===== config.mk =====
export PLATFORM = sky130hd
export DESIGN_NAME = data_bram_arbiter
export DESIGN_NICKNAME = d
export VERILOG_FILES = /design/src/rtl/data_bram_arbiter.sv
export SDC_FILE = /design/constraint.sdc
export NUM_CORES = 1
export LEC_CHECK = 0
export BUFFER_PORTS_ARGS = -buffer_cell sky130_fd_sc_hd__buf_2
export CAP_MARGIN = 20
export CORE_AREA = 2 2 175 177
export CTS_CLUSTER_DIAMETER = 100
export DETAILED_ROUTE_END_ITERATION = 8
export DIE_AREA = 0 0 177 179
export MAX_ROUTING_LAYER = met4
export PLACE_DENSITY = 0.53
export SETUP_SLACK_MARGIN = 0.4
export SYNTH_ARGS = -nofsm -noshare
export SYNTH_HDL_FRONTEND = slang
export SYNTH_SLANG_ARGS = --single-unit

===== constraint.sdc =====
create_clock -name clk_in -period 2 [get_ports clk_in]
set_input_delay 0.1 -clock clk_in [delete_from_list [all_inputs] [get_ports clk_in]]
set_output_delay 0.1 -clock clk_in [all_outputs]
set_load 0.02 [all_outputs]

===== src/rtl/data_bram_arbiter.sv =====
// Two-requester (comms, compute core) arbiter for a single-port BRAM with
// bounded-burst fairness and an owner-tagged read-return pipeline.
module data_bram_arbiter #(
    parameter int ADDR_WIDTH   = 16,
    parameter int DATA_WIDTH   = 64,
    parameter int READ_LATENCY = 2,
    parameter int MAX_BURST    = 8,
    localparam int CNT_W       = $clog2(MAX_BURST + 1)
) (
    input  logic                  clk_in,
    input  logic                  rst_in,
    input  logic                  comms_req_in,
    input  logic                  comms_we_in,
    input  logic [ADDR_WIDTH-1:0] comms_addr_in,
    input  logic [DATA_WIDTH-1:0] comms_data_in,
    output logic                  comms_grant_out,
    output logic                  comms_rvalid_out,
    output logic [DATA_WIDTH-1:0] comms_rdata_out,
    input  logic                  core_req_in,
    input  logic                  core_we_in,
    input  logic [ADDR_WIDTH-1:0] core_addr_in,
    input  logic [DATA_WIDTH-1:0] core_data_in,
    output logic                  core_grant_out,
    output logic                  core_rvalid_out,
    output logic [DATA_WIDTH-1:0] core_rdata_out,
    output logic                  bram_en_out,
    output logic                  bram_we_out,
    output logic [ADDR_WIDTH-1:0] bram_addr_out,
    output logic [DATA_WIDTH-1:0] bram_data_out,
    input  logic [DATA_WIDTH-1:0] bram_data_in,
    output logic [1:0]            dbg_state_out,
    output logic [CNT_W-1:0]      dbg_cnt_out
);

    // Handshake: a requester holds req/we/addr/data stable until it sees its
    // grant; an access is accepted on the rising edge ending a cycle with req && grant.
    typedef enum logic [1:0] {
        ST_IDLE  = 2'd0,
        ST_COMMS = 2'd1,
        ST_CORE  = 2'd2
    } state_t;

    localparam logic [CNT_W-1:0] MAX_CNT = CNT_W'(MAX_BURST);
    localparam logic [CNT_W-1:0] ONE_CNT = CNT_W'(1);

    state_t             state;
    logic [CNT_W-1:0]   cnt;
    logic               last_core;
    logic               comms_win;
    logic               core_win;
    logic               rd_v0;
    logic               rd_core0;
    logic [READ_LATENCY-1:0] pipe_v;
    logic [READ_LATENCY-1:0] pipe_core;

    always_comb begin
        comms_win = 1'b0;
        core_win  = 1'b0;
        case (state)
            ST_IDLE: begin
                if (comms_req_in && core_req_in) begin
                    comms_win = last_core;
                    core_win  = !last_core;
                end else begin
                    comms_win = comms_req_in;
                    core_win  = core_req_in;
                end
            end
            ST_COMMS: begin
                if (comms_req_in && (!core_req_in || cnt < MAX_CNT)) comms_win = 1'b1;
                else                                                  core_win  = core_req_in;
            end
            ST_CORE: begin
                if (core_req_in && (!comms_req_in || cnt < MAX_CNT)) core_win  = 1'b1;
                else                                                  comms_win = comms_req_in;
            end
            default: ;
        endcase
    end

    // Grants are forced low while reset is asserted, even with requests pending.
    assign comms_grant_out = comms_win & rst_in;
    assign core_grant_out  = core_win & rst_in;

    always_ff @(posedge clk_in or negedge rst_in) begin
        if (!rst_in) begin
            state     <= ST_IDLE;
            cnt       <= '0;
            last_core <= 1'b1;
        end else if (comms_win) begin
            last_core <= 1'b0;
            state     <= ST_COMMS;
            if (state != ST_COMMS)  cnt <= ONE_CNT;
            else if (cnt != MAX_CNT) cnt <= cnt + ONE_CNT;
        end else if (core_win) begin
            last_core <= 1'b1;
            state     <= ST_CORE;
            if (state != ST_CORE)   cnt <= ONE_CNT;
            else if (cnt != MAX_CNT) cnt <= cnt + ONE_CNT;
        end else begin
            state <= ST_IDLE;
            cnt   <= '0;
        end
    end

    always_ff @(posedge clk_in or negedge rst_in) begin
        if (!rst_in) begin
            bram_en_out   <= 1'b0;
            bram_we_out   <= 1'b0;
            bram_addr_out <= '0;
            bram_data_out <= '0;
            rd_v0         <= 1'b0;
            rd_core0      <= 1'b0;
            pipe_v        <= '0;
            pipe_core     <= '0;
        end else begin
            bram_en_out <= comms_win | core_win;
            bram_we_out <= (comms_win & comms_we_in) | (core_win & core_we_in);
            rd_v0       <= (comms_win & !comms_we_in) | (core_win & !core_we_in);
            rd_core0    <= core_win;
            if (comms_win) begin
                bram_addr_out <= comms_addr_in;
                bram_data_out <= comms_data_in;
            end else if (core_win) begin
                bram_addr_out <= core_addr_in;
                bram_data_out <= core_data_in;
            end
            // Read tags ride alongside the BRAM latency so returns keep issue order.
            pipe_v[0]    <= rd_v0;
            pipe_core[0] <= rd_core0;
            for (int i = 1; i < READ_LATENCY; i++) begin
                pipe_v[i]    <= pipe_v[i-1];
                pipe_core[i] <= pipe_core[i-1];
            end
        end
    end

    assign comms_rvalid_out = pipe_v[READ_LATENCY-1] & ~pipe_core[READ_LATENCY-1];
    assign core_rvalid_out  = pipe_v[READ_LATENCY-1] &  pipe_core[READ_LATENCY-1];
    assign comms_rdata_out  = bram_data_in;
    assign core_rdata_out   = bram_data_in;
    assign dbg_state_out    = state;
    assign dbg_cnt_out      = cnt;

endmodule

# Yosys cells after proc, flatten, opt, wreduce, memory -nomap -nowiden
# Index checks and enable logic that the tools add are counted.
[word_totals]
reg_bits = 95
word_cells = 63
[classes]
add_sub_neg = 1
order_cmp = 1
n_eq_ne = 5
muxes = 21
bitwise = 12
n_reduce_logical = 12
[op_table]
columns = ["op", "n"]
rows = [
  ["two-way mux 64 bit", 2],
  ["two-way mux 16 bit", 2],
  ["two-way mux 4 bit", 5],
  ["AND 1 bit", 8],
  ["two-way mux 1 bit", 8],
  ["one-hot mux 1 bit (3 select lines)", 2],
  ["zero test 1 bit", 5],
  ["adder 4 x 1 -> 4 bit (second input constant)", 1],
  ["< comparator 4 bit (second input constant)", 1],
  ["two-way mux 2 bit", 2],
  ["!= test 4 bit (second input constant)", 1],
  ["logical AND 1 bit", 3],
  ["OR 1 bit", 3],
  ["equality test 2 x 1 -> 1 bit (second input constant)", 1],
  ["equality test 2 bit (second input constant)", 1],
  ["zero test 2 bit", 1],
  ["logical OR 1 bit", 2],
  ["!= test 2 x 1 -> 1 bit (second input constant)", 1],
  ["!= test 2 bit (second input constant)", 1],
  ["nonzero test 2 bit", 1],
  ["NOT 1 bit", 1],
]

# Depth between registers and ports, before layout
# Gate-level depths: netlist (run 1).
[logic_depth]
word_depth = 7
mapped_depth = 6
ltp_nobuf = 6

# Worst setup path after synthesis (run 1)
# OpenSTA, ideal clock, no wires.
[synth_path]
path_kind = "register -> output"
from = "register cnt[3] (netlist: dbg_cnt_out[3])"
to = "output port comms_grant_out"
t_arrival_ps = 1745
required_time_ps = 1900
slack_ps = 155
path_stages_with_launch = 7
n_path_buf = 1
cell_sequence = "dfrtp_1 buf_6 mux2_4 o21ai_4 nand3_1 inv_1 and2_1"
[synth_between]
elab_chain_cells = 6
[synth_rtl]
columns = ["item", "line", "source"]
rows = [
  ["start: declaration", "47", "logic [CNT_W-1:0] cnt;"],
  ["start signal: assignment", "94", "else if (cnt != MAX_CNT) cnt <= cnt + ONE_CNT;"],
  ["start signal: assignment", "99", "else if (cnt != MAX_CNT) cnt <= cnt + ONE_CNT;"],
  ["< comparator 4 bit (*)", "70, 74", ""],
  ["logical OR 1 bit, on equally long branches", "74, 70", ""],
  ["logical AND 1 bit, on equally long branches", "74, 70", ""],
  ["two-way mux 1 bit, on equally long branches", "74, 70", ""],
  ["one-hot mux 1 bit (3 select lines) (*)", "59", "case (state)"],
  ["net comms_win", "49", "logic comms_win;"],
  ["AND 1 bit (*)", "82", "assign comms_grant_out = comms_win & rst_in;"],
  ["end: declaration", "16", "output logic comms_grant_out,"],
]
# The timed path passes the listed nets; every way through them passes the cells marked *.

# Worst setup path after layout (run 1)
# Same ends and word-level chain as after synthesis.

==> run metrics, run 1 <==
outcome finished, final reports clean; yosys warns 0; Layout area overhead 38.2%; wire per inst between 15 and 20 µm; Boundary Pins 450; Crit path largest cell delay between 0.4 and 0.5 ns; Setup-failing EPs final 0; post-DP HPWL about 15000 µm; Yosys cell types 34; fraction of the cycle the final worst path needs 0.943; Post-synth EDFFs 0; initial DRC count 271; max cap viols 0; Crit Path Class reg2out; n_diodes 0; area of the die roughly 32000 µm²; via count 5656; Rel. slew slack 0.668; final setup TNS 0 ns; CP max-delay cell dfrtp_2; worst-skew pair later-pin latency about 0.36 ns; cells along the critical path mux2_4, o21ai_4, buf_12, nand3_4, inv_4, and2_4, buf_6; Port Buffers roughly 260; Via density 4.54; CTS max path bufs 2; syn_nets ~880; max-slew violations 0; Leak around 3.4 nW; gr ovfl total 0; core area roughly 30000 µm²; largest net degree at the start of global routing 86; final hold violations 0; worst path bufs/invs 3; starting density of the core 0.193; GRT Util Overall 0.134; H-tree Lvls 3; design area around 8000 µm²; clock slew at reported path FFs about 0.08 ns; Die X 177 µm; CP Max Fanout 3; first-pass GRT wire length 31300 µm; placed inst area between 6000 and 7000 µm²; endpoint class of the critical path primary output; critical path's top delay family flip-flops; Rows 64; Area contributors post-synth dfrtp_1 41%, buf_4 17%, a41oi_1 12%, a21oi_1 7.3%, o21ai_0 6.9%; ANT nets after route 0; antenna violations before repair 0; Die H between 150 and 200 µm; number of remaining DRC errors 0; placed insts around 1100; Yosys top cell by area dfrtp_1; FF-to-FF setup slack ~0.17 ns; WL final 21900 µm; Max rail drop VDD around 0.33 mV; average cell area after synthesis about 9 µm²; pwr/cell area around 830 nW/µm²; Worst Path Required about 1.9 ns; CTS sink cnt between 90 and 100; fin crit period between 1.5 and 2 ns; CTS tree built; Critical Path AT 1.79 ns; post-route clock skew ~0.014 ns; Fillers 3213; most frequent cell after synthesis buf_4; Mapped Area just under 6000 µm²; vias in the first global route between 5000 and 6000; Worst-Margin Slew 0.497 ns; hold depth 3; drt pass-1 iters 4; Yosys top cell area share 0.407; RD Place Congestion approximately 0.75; Gate Count Post-Synth around 650; final non-filler cell total about 1200; R2R cell count 5; Synth Register Bits 95; RSZ-0062 raised after global routing yes; cell count along the critical path 7; layout cells sized above 1 0.405; CTS buffer count 9; prevailing post-synth register cell dfrtp_1; FMAX about 530 MHz; Hold Crit Class in2reg; critical path startpoint category flip-flop; final net count 1078; synth cell count leaders 128 x buf_4, 94 x dfrtp_1, 84 x a21oi_1, 84 x nor2_1; register area share after synthesis 0.411; Root Buffer clkbuf_16; Post-synth ARST share 1.00
## flip-flops by register name, indices dropped and copies added, names as in the netlist
| register | cells |
|---|---|
| bram_addr_out | 16 |
| bram_data_out | 64 |
| bram_en_out | 1 |
| bram_we_out | 1 |
| dbg_cnt_out | 4 |
| dbg_state_out | 2 |
| last_core | 1 |
| pipe_core | 2 |
| pipe_v | 2 |
| rd_core0 | 1 |
| rd_v0 | 1 |
## per-layer routing
metal	vias to the layer above	share of wire	global-route usage
met4	0	0.030	0.0616
met1	2695	0.38	0.138
met5	-	0	-
met2	309	0.50	0.230
met3	52	0.086	0.0469
li1	2600	-	-
## cell type report
cell class,count,area (µm²),share of cell area
clock inverter,5,33.8,0.00423
inverter,7,30.0,0.00376
tap,396,495,0.0620
multi-input combinational,361,2280,0.285
clock buffer,11,243,0.0304
timing repair buffer,372,2520,0.316
sequential,95,2380,0.298
## power breakdown
group          switching, mW  leakage, nW  internal [mW]
clock                  0.800        0.132          0.877
sequential             0.200         1.10           2.28
combinational           1.48         2.19          0.987
## kinds of logic after synthesis
| group | after synthesis | share of synthesized area |
|---|---|---|
| buf+inv | 196 | 0.227 |
| mux | 1 | 0.00260 |
| simple gates | 100 | 0.0699 |
| fa+ha+maj | 2 | 0.00433 |
| compound gates | 256 | 0.281 |
| flops | 95 | 0.411 |
| xor+xnor | 2 | 0.00303 |
## through the flow
step | setup WS (ns) | hold slack, ns | total power [mW] | util
2_1_floorplan | 0.316 | -0.196 | 4.16 | -
3_3_place_gp | 0.143 | -0.0161 | 4.71 | 0.221
3_5_place_dp | 0.117 | -0.0165 | 4.73 | 0.221
4_1_cts | 0.0494 | 0.00176 | 6.66 | 0.260
5_1_grt | 0.0182 | 0.00387 | 7.06 | 0.266
6_report | 0.114 | 0.0242 | 6.63 | 0.266
## path summary, 6_finish.rpt
path                                            endpoint                startpoint
min reg2reg                       pipe_core[0]$_DFF_PN0_        rd_core0$_DFF_PN0_
max in group asynchronous  bram_data_out[54]$_DFFE_PN0P_                    rst_in
min                        bram_data_out[54]$_DFFE_PN0P_          core_data_in[54]
max                                      comms_grant_out  dbg_cnt_out[3]$_DFF_PN0_
max reg2reg                bram_data_out[62]$_DFFE_PN0P_  dbg_cnt_out[3]$_DFF_PN0_
min in group asynchronous   bram_addr_out[7]$_DFFE_PN0P_                    rst_in
## placed cells by master (no fill, tap or decap), drive strengths merged
cell	instances
nand3b	2
o2bb2ai	1
and2	3
nand3	3
inv	6
clkinv	4
nor2b	2
a221oi	1
dlygate4sd3	77
o21a	1
dfstp	1
a21o	1
a22o	1
xnor2	1
ha	2
o21ai	82
o22a	1
clkbuf	12
xor2	1
a31oi	1
nand2	4
a211oi	2
a32oi	1
mux2	1
a41oi	80
nand2b	2
nor2	84
a21oi	84
buf	294
dfrtp	94
clkinvlp	2
## worst register-to-register path, delay by kind of cell, from the launching register on
family / cells / cell delay [ns]
compound gates: 3 / 0.71
buf+inv: 1 / 0.24
mux: 1 / 0.32
flops: 1 / 0.44
## timing repair
| action | 4_1_cts | 5_1_grt |
|---|---|---|
| hold endpoints to repair | 139 | 0 |
| cloned | 0 | 1 |
| hold buffers | 77 | 0 |
| endpoints found under the setup margin | 84 | 84 |
| pin swaps | 3 | 6 |
| buffers inserted | 9 | 2 |
| resized for setup | 15 | 22 |
Note: power is estimated with default switching activity, not from simulation.
==> inputs of run 2 (changes only) <==
--- a/config.mk
+++ b/config.mk
@@ -13,7 +13,6 @@
 export DIE_AREA = 0 0 177 179
 export MAX_ROUTING_LAYER = met4
 export PLACE_DENSITY = 0.53
-export SETUP_SLACK_MARGIN = 0.4
 export SYNTH_ARGS = -nofsm -noshare
 export SYNTH_HDL_FRONTEND = slang
 export SYNTH_SLANG_ARGS = --single-unit
==> run metrics, run 2 (same netlist as run 1, synthesis figures left out) <==
outcome finished, final reports clean; clock slew at reported path FFs about 0.090 ns; switching share of power 0.384; capturing point of the worst reg2reg path bram_data_out[55]$_DFFE_PN0P_; Via density 4.52; core area roughly 30000 µm²; RD Place Congestion about 0.74; number of remaining DRC errors 0; final setup TNS 0 ns; drt pass-1 iters 4; design area ~7600 µm²; H-tree Lvls 3; worst-skew pair later-pin latency around 0.36 ns; ANT nets after route 0; Rel. slew slack 0.681; first-pass GRT wire length approximately 32000 µm; Fillers 3266; wire per inst approximately 18 µm; Logic pwr share 0.353; Worst-Margin Slew 0.479 ns; Die H roughly 180 µm; reg-to-reg startpoint dbg_state_out[0]$_DFF_PN0_; FF-to-FF setup slack 0.09 ns; fin crit period between 1.5 and 2 ns; pwr/cell area 858 nW/µm²; placed inst area 6560 µm²; Die X around 180 µm; R2R cell count 7; Hold Crit Class in2reg; area of the die 31700 µm²; final net count between 1000 and 1500; WL final 21600 µm; Max rail drop VDD 0.393 mV; commonest non-fill, non-tap cell in the layout buf_2; GR Util met3 0.0233; met2 usage 0.231; met1 usage 0.148; RSZ-0062 raised after global routing no; Int Pwr roughly 4 mW; post-DP HPWL approximately 14000 µm; Layout area overhead 31.5%; max cap viols 0; CTS tree built; post-route clock skew ~0.013 ns; fraction of the cycle the final worst path needs 0.955; Critical Path AT between 2 and 2.5 ns; Final Util 0.253; GRT Util Overall 0.134; FF+latch area around 2400 µm²; footprint of the multi-input gates 2130 µm²; CP Max Fanout 40; final non-filler cell total between 1000 and 1500; initial DRC count 334; via count 5546; gr ovfl total 0; Leak between 3 and 4 nW; placed insts between 1000 and 1500; Root Buffer clkbuf_16; Biggest register bram_data_out; CP Launch Point dbg_state_out[0]$_DFF_PN0_; CTS buffer count 9; layout cells sized above 1 0.377; Worst Path Required 2.23 ns; endpoint class of the critical path flip-flop; starting density of the core 0.193; antenna violations before repair 0; Rows 64; most frequent cells in the layout 255 x buf_2, 92 x dfrtp_1, 84 x nor2_1, 83 x a21oi_1; CTS max path bufs 2; critical path startpoint category flip-flop; Sequential Power Share 0.380; Crit Path Class reg2reg; vias in the first global route approximately 5600; busiest layer in global routing met2; Setup-failing EPs final 0; Port Buffers 257; Boundary Pins between 400 and 500; CTS sink cnt 95; n_diodes 0; FMAX ~520 MHz; max FFs per register 64; switching power roughly 2.5 mW; critical path endpoint bram_data_out[55]$_DFFE_PN0P_; largest net degree at the start of global routing slightly above 60; Clk pwr share 0.267; final hold violations 0; max-slew violations 0
==> run 2: area by class of cell <==
| class | count | area share |
|---|---|---|
| Clock inverter | 7 | 0.00724 |
| Tap cell | 396 | 0.0651 |
| Clock buffer | 9 | 0.0296 |
| Multi-Input combinational cell | 361 | 0.280 |
| Inverter | 7 | 0.00345 |
| Sequential cell | 95 | 0.313 |
| Timing Repair Buffer | 352 | 0.302 |
==> run 2: timing repair <==
item,CTS,global route
endpoints found under the setup margin,2,2
endpoints found under the hold margin,164,0
pin swaps,1,1
hold buffers,70,0
buffers inserted,4,2
gates resized for setup,5,2
==> run 2: routing by layer <==
layer	up-vias	wire length, µm
met5	-	0
met4	0	764
met3	76	1370
met2	241	11000
met1	2673	8460
li1	2556	-
==> run 2: per-stage QoR <==
stage          power [mW]  hold slack [ns]  setup WS, ns
6_report             6.53          0.00784        0.0896
5_1_grt              6.94          0.00677       0.00675
4_1_cts              6.63         0.000931        0.0199
3_5_place_dp         4.70          -0.0551         0.237
3_3_place_gp         4.68          -0.0538         0.268
2_1_floorplan        4.15           -0.196         0.155
==> run 2: worst max-delay path, stage by stage, from the launching register on <==
cell and delay [ns]:
dfrtp_2 0.46, buf_4 0.15, a211oi_2 0.26, o21ai_4 0.10, buf_4 0.16, buf_12 0.17
a41oi_1 0.33, a21oi_1 0.11
==> run 2: power by group through the flow <==
stage               clock, mW  sequential [mW]  combinational (mW)
detailed placement          0             2.51                2.19
global placement            0             2.51                2.17
CTS                      1.83             2.48                2.31
floorplan                   0             2.92                1.23
finish                   1.74             2.48                2.31
global route             1.90             2.53                2.51
==> run 2: worst min-delay path by stage <==
stage                           from                       endpoint  slack, ns  depth (start not counted)
global route        core_data_in[14]  bram_data_out[14]$_DFFE_PN0P_      0.007                          3
CTS                 core_data_in[35]  bram_data_out[35]$_DFFE_PN0P_     0.0009                          3
floorplan                     rst_in   bram_addr_out[0]$_DFFE_PN0P_      -0.20                          0
detailed placement            rst_in   bram_addr_out[9]$_DFFE_PN0P_      -0.06                          1
finish              core_data_in[17]  bram_data_out[17]$_DFFE_PN0P_      0.008                          3
global placement              rst_in   bram_addr_out[9]$_DFFE_PN0P_      -0.05                          1
==> inputs of run 3 (changes only) <==
--- a/config.mk
+++ b/config.mk
@@ -7,12 +7,13 @@
 export LEC_CHECK = 0
 export BUFFER_PORTS_ARGS = -buffer_cell sky130_fd_sc_hd__buf_2
 export CAP_MARGIN = 20
-export CORE_AREA = 2 2 175 177
+export CORE_AREA = 4 4 172 174
 export CTS_CLUSTER_DIAMETER = 100
 export DETAILED_ROUTE_END_ITERATION = 8
-export DIE_AREA = 0 0 177 179
+export DIE_AREA = 0 0 176 178
 export MAX_ROUTING_LAYER = met4
-export PLACE_DENSITY = 0.53
+export PLACE_DENSITY = 0.55
+export REMOVE_ABC_BUFFERS = 1
 export SYNTH_ARGS = -nofsm -noshare
 export SYNTH_HDL_FRONTEND = slang
 export SYNTH_SLANG_ARGS = --single-unit
==> run metrics, run 3 (same netlist as run 1, synthesis figures left out) <==
outcome finished, final reports clean; endpoint class of the critical path primary output; placed insts 1126; reg-to-reg startpoint last_core$_DFFE_PN1P_; Crit Path Class reg2out; cells along the critical path buf_4, a211oi_4, buf_4, o21ai_4, nand3_2, inv_2, and2_4, buf_6; Boundary Pins 450; final hold violations 0; Power, Total approximately 6.6 mW; Worst-Margin Slew approximately 0.86 ns; Die H roughly 180 µm; max FFs per register 64; CP Launch Point dbg_state_out[0]$_DFF_PN0_; most frequent cells in the layout 254 x buf_2, 92 x dfrtp_1, 84 x nor2_1, 83 x a21oi_1; CTS max path bufs 2; Leak around 3.3 nW; clock slew at reported path FFs around 0.070 ns; Die X ~180 µm; critical path startpoint category flip-flop; RD Place Congestion around 0.88; critical path's top delay family buffers and inverters; Crit path largest cell delay about 0.48 ns; via count 5880; commonest non-fill, non-tap cell in the layout buf_2; post-route clock skew roughly 0.0055 ns; max cap viols 0; fraction of the cycle the final worst path needs 0.967; CTS buffer count 9; worst path bufs/invs 4; GRT Util Overall 0.231; CTS tree built; Critical Path Most Common Cell buf_4; Hold Crit Class in2reg; ANT nets after route 0; drt pass-1 iters 5; initial DRC count ~440; antenna violations before repair 1; fin crit period approximately 1.9 ns; Critical Path AT around 1.8 ns; worst-skew pair later-pin latency around 0.35 ns; area of the die 31300 µm²; Rel. slew slack 0.425; design area 7450 µm²; Setup-failing EPs final 0; CP Max Fanout 6; Fillers roughly 3100; WL final around 37000 µm; pwr/cell area around 880 nW/µm²; Biggest register bram_data_out; Root Buffer clkbuf_16; largest net degree at the start of global routing between 60 and 70; first-pass GRT wire length 48600 µm; Rows just over 60; placed inst area around 6600 µm²; number of remaining DRC errors 0; Max rail drop VDD between 0.3 and 0.4 mV; core area 27800 µm²; Layout area overhead 28.9%; gr ovfl total 0; Worst Path Required around 1.9 ns; final non-filler cell total approximately 1200; H-tree Lvls 3; FMAX 517 MHz; vias in the first global route 5793; Port Buffers between 200 and 300; final net count roughly 1000; post-DP HPWL slightly below 30000 µm; CTS sink cnt 95; wire per inst around 31 µm; HP Start core_data_in[16]; starting density of the core 0.208; Via density a little under 5; layout cells sized above 1 0.395; final setup TNS 0 ns; CP max-delay cell dfrtp_2; max-slew violations 0
-- run 3: cell types whose count changed in the layout (fill, tap and decap cells not counted), sizes merged --
cell         change
inv              -3
clkinvlp         +1
dlygate4sd3     -24
clkinv           -1
clkbuf           +3
diode            +1
buf              +9
-- run 3: metrics by stage --
step / utilization / setup slack (ns) / hold WS [ns]
2_1_floorplan: - / -3.94 / -0.196
5_1_grt: 0.268 / -0.0256 / 0.0108
4_1_cts: 0.265 / -0.0361 / 0.000263
6_report: 0.268 / 0.0660 / 0.0195
3_5_place_dp: 0.238 / 0.173 / -0.0701
3_3_place_gp: 0.238 / 0.208 / -0.0710
-- run 3: timing repair --
item	in CTS	in global routing
pin swaps	0	3
gates resized for setup	5	6
setup buffers	0	6
setup endpoints to repair	2	2
hold buffers	46	0
hold endpoints to repair	132	0
-- run 3: path summary, 6_finish.rpt --
kind	to	slack (ns)	cells past startpoint
hold reg to reg	pipe_core[0]$_DFF_PN0_	0.35	0
min in group asynchronous	dbg_cnt_out[3]$_DFF_PN0_	0.20	2
setup / recovery	comms_grant_out	0.07	8
hold / removal	bram_data_out[16]$_DFFE_PN0P_	0.02	3
max in group asynchronous	bram_data_out[1]$_DFFE_PN0P_	0.84	3
setup reg to reg	rd_v0$_DFF_PN0_	0.11	5
-- run 3: report_power, final --
| part | internal (mW) | leakage (nW) | switching (mW) |
|---|---|---|---|
| clock network | 0.917 | 0.135 | 0.812 |
| logic | 0.896 | 2.01 | 1.46 |
| registers | 2.28 | 1.10 | 0.217 |
-- run 3: final cells by class --
cell class,instances,area (µm²),area share
flip-flops and latches,95,2380,0.319
multi-input cells,361,2150,0.288
repair buffers,337,2140,0.287
well taps,378,473,0.0634
clock buffers,12,256,0.0344
clock inverters,4,28.8,0.00386
inverters,7,27.5,0.00369
diodes,1,2.50,0.000336
-- run 3: layer usage --
metal  wire length (µm)  part of all wire  track usage
met5                  0                 0            -
met2              16900              0.46        0.354
met1              12100              0.33        0.227
met4                972             0.026       0.0647
met3               6760              0.18        0.184
-- run 3: worst register-to-register path, cell delays in order, from the launching register on --
cell and delay (ns):
dfstp_2 0.59, nand2b_1 0.08, a32oi_2 0.28, a21oi_2 0.14, o2bb2ai_1 0.14, dlygate4sd3_1 0.54
